`src/rtl/ttt_move_sequencer.sv`:
```
// ttt_move_sequencer: validates player move requests against the live board,
// strobes them into tic_tac_toe_game, then picks and strobes the computer reply.
// Optional feature: define TTT_MOVE_STRATEGY_EN for win/block/centre/corner/edge
// reply selection; without it the reply is the lowest-index empty cell.
module ttt_move_sequencer #(
    parameter int unsigned PULSE_CYCLES = 2,
    parameter int unsigned WAIT_TIMEOUT = 15
) (
    input  logic       clock,
    input  logic       reset,
    input  logic       req_valid,
    input  logic [3:0] req_pos,
    output logic       req_ready,
    input  logic [1:0] pos1,
    input  logic [1:0] pos2,
    input  logic [1:0] pos3,
    input  logic [1:0] pos4,
    input  logic [1:0] pos5,
    input  logic [1:0] pos6,
    input  logic [1:0] pos7,
    input  logic [1:0] pos8,
    input  logic [1:0] pos9,
    input  logic [1:0] who,
    output logic       play,
    output logic [3:0] player_position,
    output logic       pc,
    output logic [3:0] computer_position,
    output logic       err_illegal,
    output logic       err_timeout,
    output logic       game_over
);

    localparam int unsigned PW = 4;
    localparam int unsigned TW = 8;
    localparam logic [1:0] EMPTY  = 2'b00;
    localparam logic [1:0] PLAYER = 2'b01;
    localparam logic [1:0] COMP   = 2'b10;

    typedef enum logic [2:0] {
        IDLE, P_ISSUE, P_WAIT, C_PICK, C_ISSUE, C_WAIT, OVER
    } state_t;

    state_t           state;
    logic [PW-1:0]    pulse_cnt;
    logic [TW-1:0]    wait_cnt;
    logic [TW-1:0]    wait_next;
    logic [8:0][1:0]  board;
    logic [1:0]       req_cell;
    logic [1:0]       p_cell;
    logic [1:0]       c_cell;
    logic             req_legal;
    logic             any_empty;
    logic             timed_out;
    logic [3:0]       pick_pos;
    logic             pick_found;

    assign board = {pos9, pos8, pos7, pos6, pos5, pos4, pos3, pos2, pos1};

    // Cells beyond 8 read as occupied so they can never be accepted
    function automatic logic [1:0] cell_at(input logic [8:0][1:0] b, input logic [3:0] idx);
        if (idx > 4'd8) return 2'b11;
        return b[idx];
    endfunction

`ifdef TTT_MOVE_STRATEGY_EN
    function automatic logic pair_is(input logic [1:0] x, input logic [1:0] y, input logic [1:0] v);
        return (x == v) && (y == v);
    endfunction

    // True when cell i would complete a line whose other two cells hold v
    function automatic logic completes(input logic [8:0][1:0] b, input logic [3:0] i, input logic [1:0] v);
        logic r;
        r = 1'b0;
        case (i)
            4'd0: r = pair_is(b[1], b[2], v) | pair_is(b[3], b[6], v) | pair_is(b[4], b[8], v);
            4'd1: r = pair_is(b[0], b[2], v) | pair_is(b[4], b[7], v);
            4'd2: r = pair_is(b[0], b[1], v) | pair_is(b[5], b[8], v) | pair_is(b[4], b[6], v);
            4'd3: r = pair_is(b[4], b[5], v) | pair_is(b[0], b[6], v);
            4'd4: r = pair_is(b[3], b[5], v) | pair_is(b[1], b[7], v) | pair_is(b[0], b[8], v) | pair_is(b[2], b[6], v);
            4'd5: r = pair_is(b[3], b[4], v) | pair_is(b[2], b[8], v);
            4'd6: r = pair_is(b[7], b[8], v) | pair_is(b[0], b[3], v) | pair_is(b[2], b[4], v);
            4'd7: r = pair_is(b[6], b[8], v) | pair_is(b[1], b[4], v);
            4'd8: r = pair_is(b[6], b[7], v) | pair_is(b[2], b[5], v) | pair_is(b[0], b[4], v);
            default: r = 1'b0;
        endcase
        return r;
    endfunction
`endif

    // Board lookups, request legality and wait-timeout detection
    always_comb begin
        req_cell  = cell_at(board, req_pos);
        p_cell    = cell_at(board, player_position);
        c_cell    = cell_at(board, computer_position);
        req_legal = (req_pos <= 4'd8) && (req_cell == EMPTY);
        any_empty = 1'b0;
        for (int i = 0; i < 9; i++) begin
            if (board[i] == EMPTY) any_empty = 1'b1;
        end
        wait_next = TW'(wait_cnt + TW'(1));
        timed_out = (wait_next == TW'(WAIT_TIMEOUT));
    end

    // Computer reply selection from the current board
    always_comb begin
        pick_pos   = 4'd0;
        pick_found = 1'b0;
`ifdef TTT_MOVE_STRATEGY_EN
        for (int i = 0; i < 9; i++) begin
            if (!pick_found && board[i] == EMPTY && completes(board, 4'(i), COMP)) begin
                pick_pos   = 4'(i);
                pick_found = 1'b1;
            end
        end
        for (int i = 0; i < 9; i++) begin
            if (!pick_found && board[i] == EMPTY && completes(board, 4'(i), PLAYER)) begin
                pick_pos   = 4'(i);
                pick_found = 1'b1;
            end
        end
        if (!pick_found) begin
            if      (board[4] == EMPTY) pick_pos = 4'd4;
            else if (board[0] == EMPTY) pick_pos = 4'd0;
            else if (board[2] == EMPTY) pick_pos = 4'd2;
            else if (board[6] == EMPTY) pick_pos = 4'd6;
            else if (board[8] == EMPTY) pick_pos = 4'd8;
            else if (board[1] == EMPTY) pick_pos = 4'd1;
            else if (board[3] == EMPTY) pick_pos = 4'd3;
            else if (board[5] == EMPTY) pick_pos = 4'd5;
            else if (board[7] == EMPTY) pick_pos = 4'd7;
            else                        pick_pos = 4'd0;
        end
`else
        for (int i = 0; i < 9; i++) begin
            if (!pick_found && board[i] == EMPTY) begin
                pick_pos   = 4'(i);
                pick_found = 1'b1;
            end
        end
`endif
    end

    // Move sequencing FSM with registered outputs
    always_ff @(posedge clock or negedge reset) begin
        if (!reset) begin
            state             <= IDLE;
            pulse_cnt         <= '0;
            wait_cnt          <= '0;
            req_ready         <= 1'b0;
            play              <= 1'b0;
            pc                <= 1'b0;
            player_position   <= 4'd0;
            computer_position <= 4'd0;
            err_illegal       <= 1'b0;
            err_timeout       <= 1'b0;
            game_over         <= 1'b0;
        end else begin
            err_illegal <= 1'b0;
            case (state)
                IDLE: begin
                    req_ready <= 1'b1;
                    if (who != 2'b00) begin
                        state     <= OVER;
                        req_ready <= 1'b0;
                        game_over <= 1'b1;
                    end else if (req_valid && req_ready) begin
                        if (req_legal) begin
                            player_position <= req_pos;
                            play            <= 1'b1;
                            pulse_cnt       <= PW'(1);
                            req_ready       <= 1'b0;
                            state           <= P_ISSUE;
                        end else begin
                            err_illegal <= 1'b1;
                        end
                    end
                end
                P_ISSUE: begin
                    if (pulse_cnt == PW'(PULSE_CYCLES)) begin
                        play     <= 1'b0;
                        wait_cnt <= '0;
                        state    <= P_WAIT;
                    end else begin
                        pulse_cnt <= PW'(pulse_cnt + PW'(1));
                    end
                end
                P_WAIT: begin
                    if (p_cell == PLAYER) begin
                        if (who != 2'b00 || !any_empty) begin
                            state     <= OVER;
                            game_over <= 1'b1;
                        end else begin
                            state <= C_PICK;
                        end
                    end else if (timed_out) begin
                        err_timeout <= 1'b1;
                        req_ready   <= 1'b1;
                        state       <= IDLE;
                    end else begin
                        wait_cnt <= wait_next;
                    end
                end
                C_PICK: begin
                    computer_position <= pick_pos;
                    pc                <= 1'b1;
                    pulse_cnt         <= PW'(1);
                    state             <= C_ISSUE;
                end
                C_ISSUE: begin
                    if (pulse_cnt == PW'(PULSE_CYCLES)) begin
                        pc       <= 1'b0;
                        wait_cnt <= '0;
                        state    <= C_WAIT;
                    end else begin
                        pulse_cnt <= PW'(pulse_cnt + PW'(1));
                    end
                end
                C_WAIT: begin
                    if (c_cell == COMP) begin
                        if (who != 2'b00) begin
                            state     <= OVER;
                            game_over <= 1'b1;
                        end else begin
                            req_ready <= 1'b1;
                            state     <= IDLE;
                        end
                    end else if (timed_out) begin
                        err_timeout <= 1'b1;
                        req_ready   <= 1'b1;
                        state       <= IDLE;
                    end else begin
                        wait_cnt <= wait_next;
                    end
                end
                OVER: begin
                    req_ready <= 1'b0;
                    game_over <= 1'b1;
                end
                default: state <= IDLE;
            endcase
        end
    end

endmodule

```
`config.mk`:
```
export PLATFORM = sky130hd
export DESIGN_NAME = ttt_move_sequencer
export DESIGN_NICKNAME = d
export VERILOG_FILES = /design/src/rtl/ttt_move_sequencer.sv
export SDC_FILE = /design/constraint.sdc
export NUM_CORES = 1
export LEC_CHECK = 0
export ABC_AREA = 1
export BUFFER_PORTS_ARGS = -buffer_cell sky130_fd_sc_hd__buf_2
export CAP_MARGIN = 20
export CORE_MARGIN = 4
export CORE_UTILIZATION = 33
export CTS_CLUSTER_DIAMETER = 50
export CTS_CLUSTER_SIZE = 12
export DETAILED_ROUTE_END_ITERATION = 10
export PLACE_DENSITY = 0.56
export SLEW_MARGIN = 10
export SYNTH_ARGS = -nofsm -noshare
export SYNTH_HDL_FRONTEND = slang
export SYNTH_SLANG_ARGS = --single-unit
```
`constraint.sdc`:
```
create_clock -name clock -period 2.2 [get_ports clock]
set_input_delay 0.11 -clock clock [delete_from_list [all_inputs] [get_ports clock]]
set_output_delay 0.11 -clock clock [all_outputs]
set_load 0.005 [all_outputs]
```
== Word-level counts from Yosys, hierarchy flattened ==
Cells that the tools add are included.
Word-level totals
  bits in registers: 29
  input port bits: 27
Cells by class
  $add $sub $neg: 2
  magnitude comparators: 7
  equal/unequal tests: 25
  mux-type cells: 86
  bitwise gates (word level): 2
  reductions and logical operators: 48
Operator list (count)
  $mux W4: 11
  $mux W1: 41
  $mux W8: 4
  $mux W3: 10
  $bmux W2 S4: 3
  $pmux W8 S3: 1
  $ne A2 B2 Y1 const B: 11
  $pmux W3 S7: 1
  $logic_not A2 Y1: 10
  $mux W2: 9
  $lt A4 B5 Y1 const B: 3
  $reduce_and A5 Y1: 3
  $gt A4 B4 Y1 const B: 3
  $pmux W4 S3: 1
  $reduce_and A4 Y1: 3
  $logic_and A1 B1 Y1: 10
  $eq A3 B3 Y1 const B: 3
  $logic_not A1 Y1: 9
  $ne A3 B3 Y1 const B: 3
  $add A8 B1 Y8 const B: 1
  $eq A8 B4 Y1 const B: 1
  $pmux W1 S4: 2
  $reduce_bool A2 Y1: 4
  $eq A3 B2 Y1 const B: 2
  16 further kinds: 21

== Logic depth before layout (Yosys ltp) ==
  depth in word-level cells: 26
  mapped depth: 14

== Worst setup path after synthesis ==
Ideal clock, no wire load.
  kind: register -> register
  start: register wait_cnt[0]
  end: register wait_cnt[3]
  setup time: 0.118 ns
  arrival time: 1.439 ns
  path slack: 0.643 ns
  cell stages (with the launch flop): 13
  path through: dfrtp_1 -> ha_1 -> or2_1 -> nand2_1 -> nor2_1 -> nand2_1 -> nor2_4 -> nand3b_4 -> nand2_2 -> nand2_4 -> nand2_4 -> nand2_1 -> nand2_1
On the way
  cells in the longest elaborated chain, start to end: 5
  elaborated cells on any way between the ends: 6
  classes of those cells: 1 x add/sub; 1 x eq/ne; 4 x mux
RTL lines
  from (decl): line 45  | logic [TW-1:0] wait_cnt;
  from (signal assigned): line 200  | wait_cnt <= wait_next;
  from (signal assigned): line 232  | wait_cnt <= wait_next;
  $add A8 B1 Y8 *: line 100  | wait_next = TW'(wait_cnt + TW'(1));
  $eq A8 B4 Y1: line 101  | timed_out = (wait_next == TW'(WAIT_TIMEOUT));
  $mux W8 *: line 195, 227
  $mux W8 (on tied branches): line 219, 188
  $pmux W8 S3 *: line 159  | case (state)
Every way passes the cells marked *; elsewhere a longest branch is shown, timed or not. The select of a mux whose other input is x is not followed.
A chain may end at the register's enable or synchronous reset.

== Worst setup path after layout ==
  start: register player_position[0]
  end: register wait_cnt[7]
On the way
  cells in the longest elaborated chain, start to end: 6
  elaborated cells on any way between the ends: 8
  classes of those cells: 1 x order compare; 2 x eq/ne; 4 x mux; 1 x reduce/logical
RTL lines
  from (decl): line 25  | output logic [3:0] player_position,
  from (signal assigned): line 168  | player_position <= req_pos;
  $bmux W2 S4 / $gt A4 B4 Y1 (equally long branches): line 62, 61
  $mux W2 (implied by the code) / $mux W1 (equally long branches): line 62, 61
  $mux W2 *: line 62  | return b[idx];
  $eq A2 B1 Y1 *: line 188  | if (p_cell == PLAYER) begin
  $ne A2 B2 Y1 (no source line) *
  $reduce_and A4 Y1 (no source line) *
Marks and branches as above.

==> metrics.yaml <==
synth:
  yosys.area.top_type: "dfrtp_1"
  ys.flop_type: "dfrtp_1"
  yosys-top-cells-count: "104 x nand2_1, 51 x nand3_1, 47 x inv_1, 29 x dfrtp_1, 23 x nor2_1"
  yosysMostFrequentCell: "nand2_1"
  ys_seq_elements: 29
  synth_edf_count: 0
  netlist_top_cells_area: "dfrtp_1 31%, nand2_1 17%, nand3_1 11%"
  synthesis.area_um2: 2360
  ys_types: 39
  syn-num-nets: 385
  syn_area_per_cell_um2: 6.67
  yosys_warnings: 0
  yosysSeqAreaShare_pct: 30.7
  netlist_instances: 354
  async_flop_share_pct: 100
  synth_top_cell_area_share_pct: 30.7
drt:
  drt_iter0_markers: 166
  route.met3.wl_um: 269
  via_per_inst: 4.82
  wl_met1_mm: 3.13
  top_layer: "met4"
  ant_nets: 0
  route.detailed.drc: 0
  drtPass1Iterations: 4
  dr_wl_met2_mm: 2.67
  via_count: 2402
  wl_per_cell_um: 12.4
  drt_wl_total_mm: 6.19
setup_path:
  critPathMaxFanout: 12
  worst_ep_arrival_time_ps: 2090
  required_ps: 2370
  start_kind: "flop"
  end_kind: "flop"
  crit_type: "reg -> reg"
grt:
  first_global_vias: 2326
  antenna_found_initial: 0
  grt_pass1_wl_mm: 10.8
  globalRouteTotalUtil_pct: 15.3
  grt_start_max_net_pins: 30
  grt_remaining_overflow: 0
die:
  row_count: 30
  core_um2: 6870
  fp.dieArea_um2: 8570
  io_pins: 41
  die_w_um: 92.6
  start_util_pct: 34.4
  die_height_um: 92.6
clocking:
  tritoncts: "yes"
  path_clk_slew_ps: 60
  cts_buffers: 5
  clock_latency_ps: 280
  cts_sinks: 29
  clock_path_buffers: 2
  clock-root-buffer: "clkbuf_8"
  cts_htree_levels: 2
  cts_resized: 0
  cts_setup_buffers: 0
placement:
  port_buffers: 40
  gp_congestion: 0.858
  post-dp-hpwl_mm: 4.98
timing:
  hold_slack_ps: 96.1
  slew-limit-headroom_pct: 54.5
  max_freq_mhz: 519
  slew_violations: 0
  grt_setup_unrepaired: "no"
  finalHoldViolations: 0
  setup_viol: 0
  fin_crit_sh_pct: 87.6
  finalSetupTns_ps: 0
  layout_min_cycle_time_ps: 1930
  tightest_slew_ps: 683
  finClkSkew_ps: 3.97
min_path:
  hp-class: "in -> reg"
power_and_ir_drop:
  ir_drop_mv: 0.479
  power.total_uw: 2800
  p_leak_uw: 0.00145
  p_per_area_nw_per_um2: 1010
run:
  drv_cap: 0
final_layout:
  syn_to_final_growth_pct: 17.8
  nets: 432
  nFillCells: 754
  antennaDiodeCount: 0
  drive_gt1_share_pct: 22.6
status:
  status: "finished clean"
[metrics by stage]
stage	std cells	utilization [%]	worst slack (ps)	area, µm²
floorplan	354	-	643	2360
global placement	489	38.9	382	2670
detailed placement	489	38.9	296	2670
CTS	498	40.5	281	2780
global route	498	40.5	51.8	2780
finish	498	40.5	274	2780
[sequential cells by signal, indices dropped and copies added, names as in the netlist]
name	flops
err_illegal	1
wait_cnt	8
req_ready	1
pc	1
err_timeout	1
pulse_cnt	4
player_position	4
state	3
play	1
game_over	1
computer_position	4
[critical path: stages, from the launching register on]
cell and delay (ps):
dfrtp_1 570, inv_1 230, nand2_1 120, nand3_1 70, nand3_1 100, nand3_1 80, nand2_1 100, inv_2 50
nand3_4 70, nand2_1 90, inv_4 120, nand2_4 90, nand2_1 70, nand2_1 50
[per-layer routing]
metal  vias up  global-route usage, %
li1       1242                      -
met1      1095                   22.6
met2        53                   22.5
met3        12                   2.84
met4         0                   4.33
met5         -                      0
[path summary, 6_finish.rpt]
| path | start | end | slack (ps) | cells after the start |
|---|---|---|---|---|
| max in group asynchronous | reset | state[0] | 1350 | 2 |
| worst max register to register | player_position[0] | wait_cnt[7] | 270 | 13 |
| worst min-delay path | req_valid | err_illegal | 100 | 3 |
| worst max-delay path | player_position[0] | wait_cnt[7] | 270 | 13 |
| worst min register to register | err_timeout | err_timeout | 460 | 2 |
| min in group asynchronous | reset | wait_cnt[3] | 400 | 2 |
[logic make-up after synthesis]
| kind of cell | Yosys count | synth area share (%) |
|---|---|---|
| buffers and inverters | 62 | 10.7 |
| AO/OA/AOI/OAI | 37 | 9.70 |
| adder cells (fa/ha/maj) | 4 | 2.12 |
| XOR/XNOR | 3 | 1.11 |
| AND/OR/NAND/NOR | 219 | 45.7 |
| flip-flops | 29 | 30.7 |
[final cells by class]
| type | instances | area, µm² | share of cell area, % |
|---|---|---|---|
| repair buffers | 42 | 218 | 7.83 |
| flip-flops and latches | 29 | 726 | 26.1 |
| clock inverters | 1 | 5.00 | 0.180 |
| clock buffers | 7 | 96.3 | 3.46 |
| inverters | 60 | 233 | 8.37 |
| well taps | 96 | 120 | 4.32 |
| multi-input cells | 263 | 1380 | 49.8 |
[repair_timing]
action / in CTS / in global routing
hold endpoints to repair: 29 / 0
hold buffers: 1 / 0
setup endpoints to repair: 0 / 0
[report_power, final]
group / leakage (µW) / total (µW) / switching [µW] / internal (µW)
logic: 0.00102 / 1420 / 907 / 510
registers: 0.000372 / 889 / 211 / 678
clock network: 0.0000542 / 494 / 211 / 283
total: 0.00145 / 2800 / 1330 / 1470
[cell usage in the layout (no fill, tap or decap), types with 4 or more instances in the layout]
cell type,n
a21oi_1,4
buf_2,40
clkbuf_8,7
dfrtp_1,29
ha_1,4
inv_1,47
inv_2,11
nand2_1,104
nand2_2,7
nand2_4,4
nand3_1,51
nand4_1,12
nor2_1,23
nor2_2,4
nor2_4,4
o21ai_0,16
o21ai_1,5
Power figures use the tool's default switching activity.
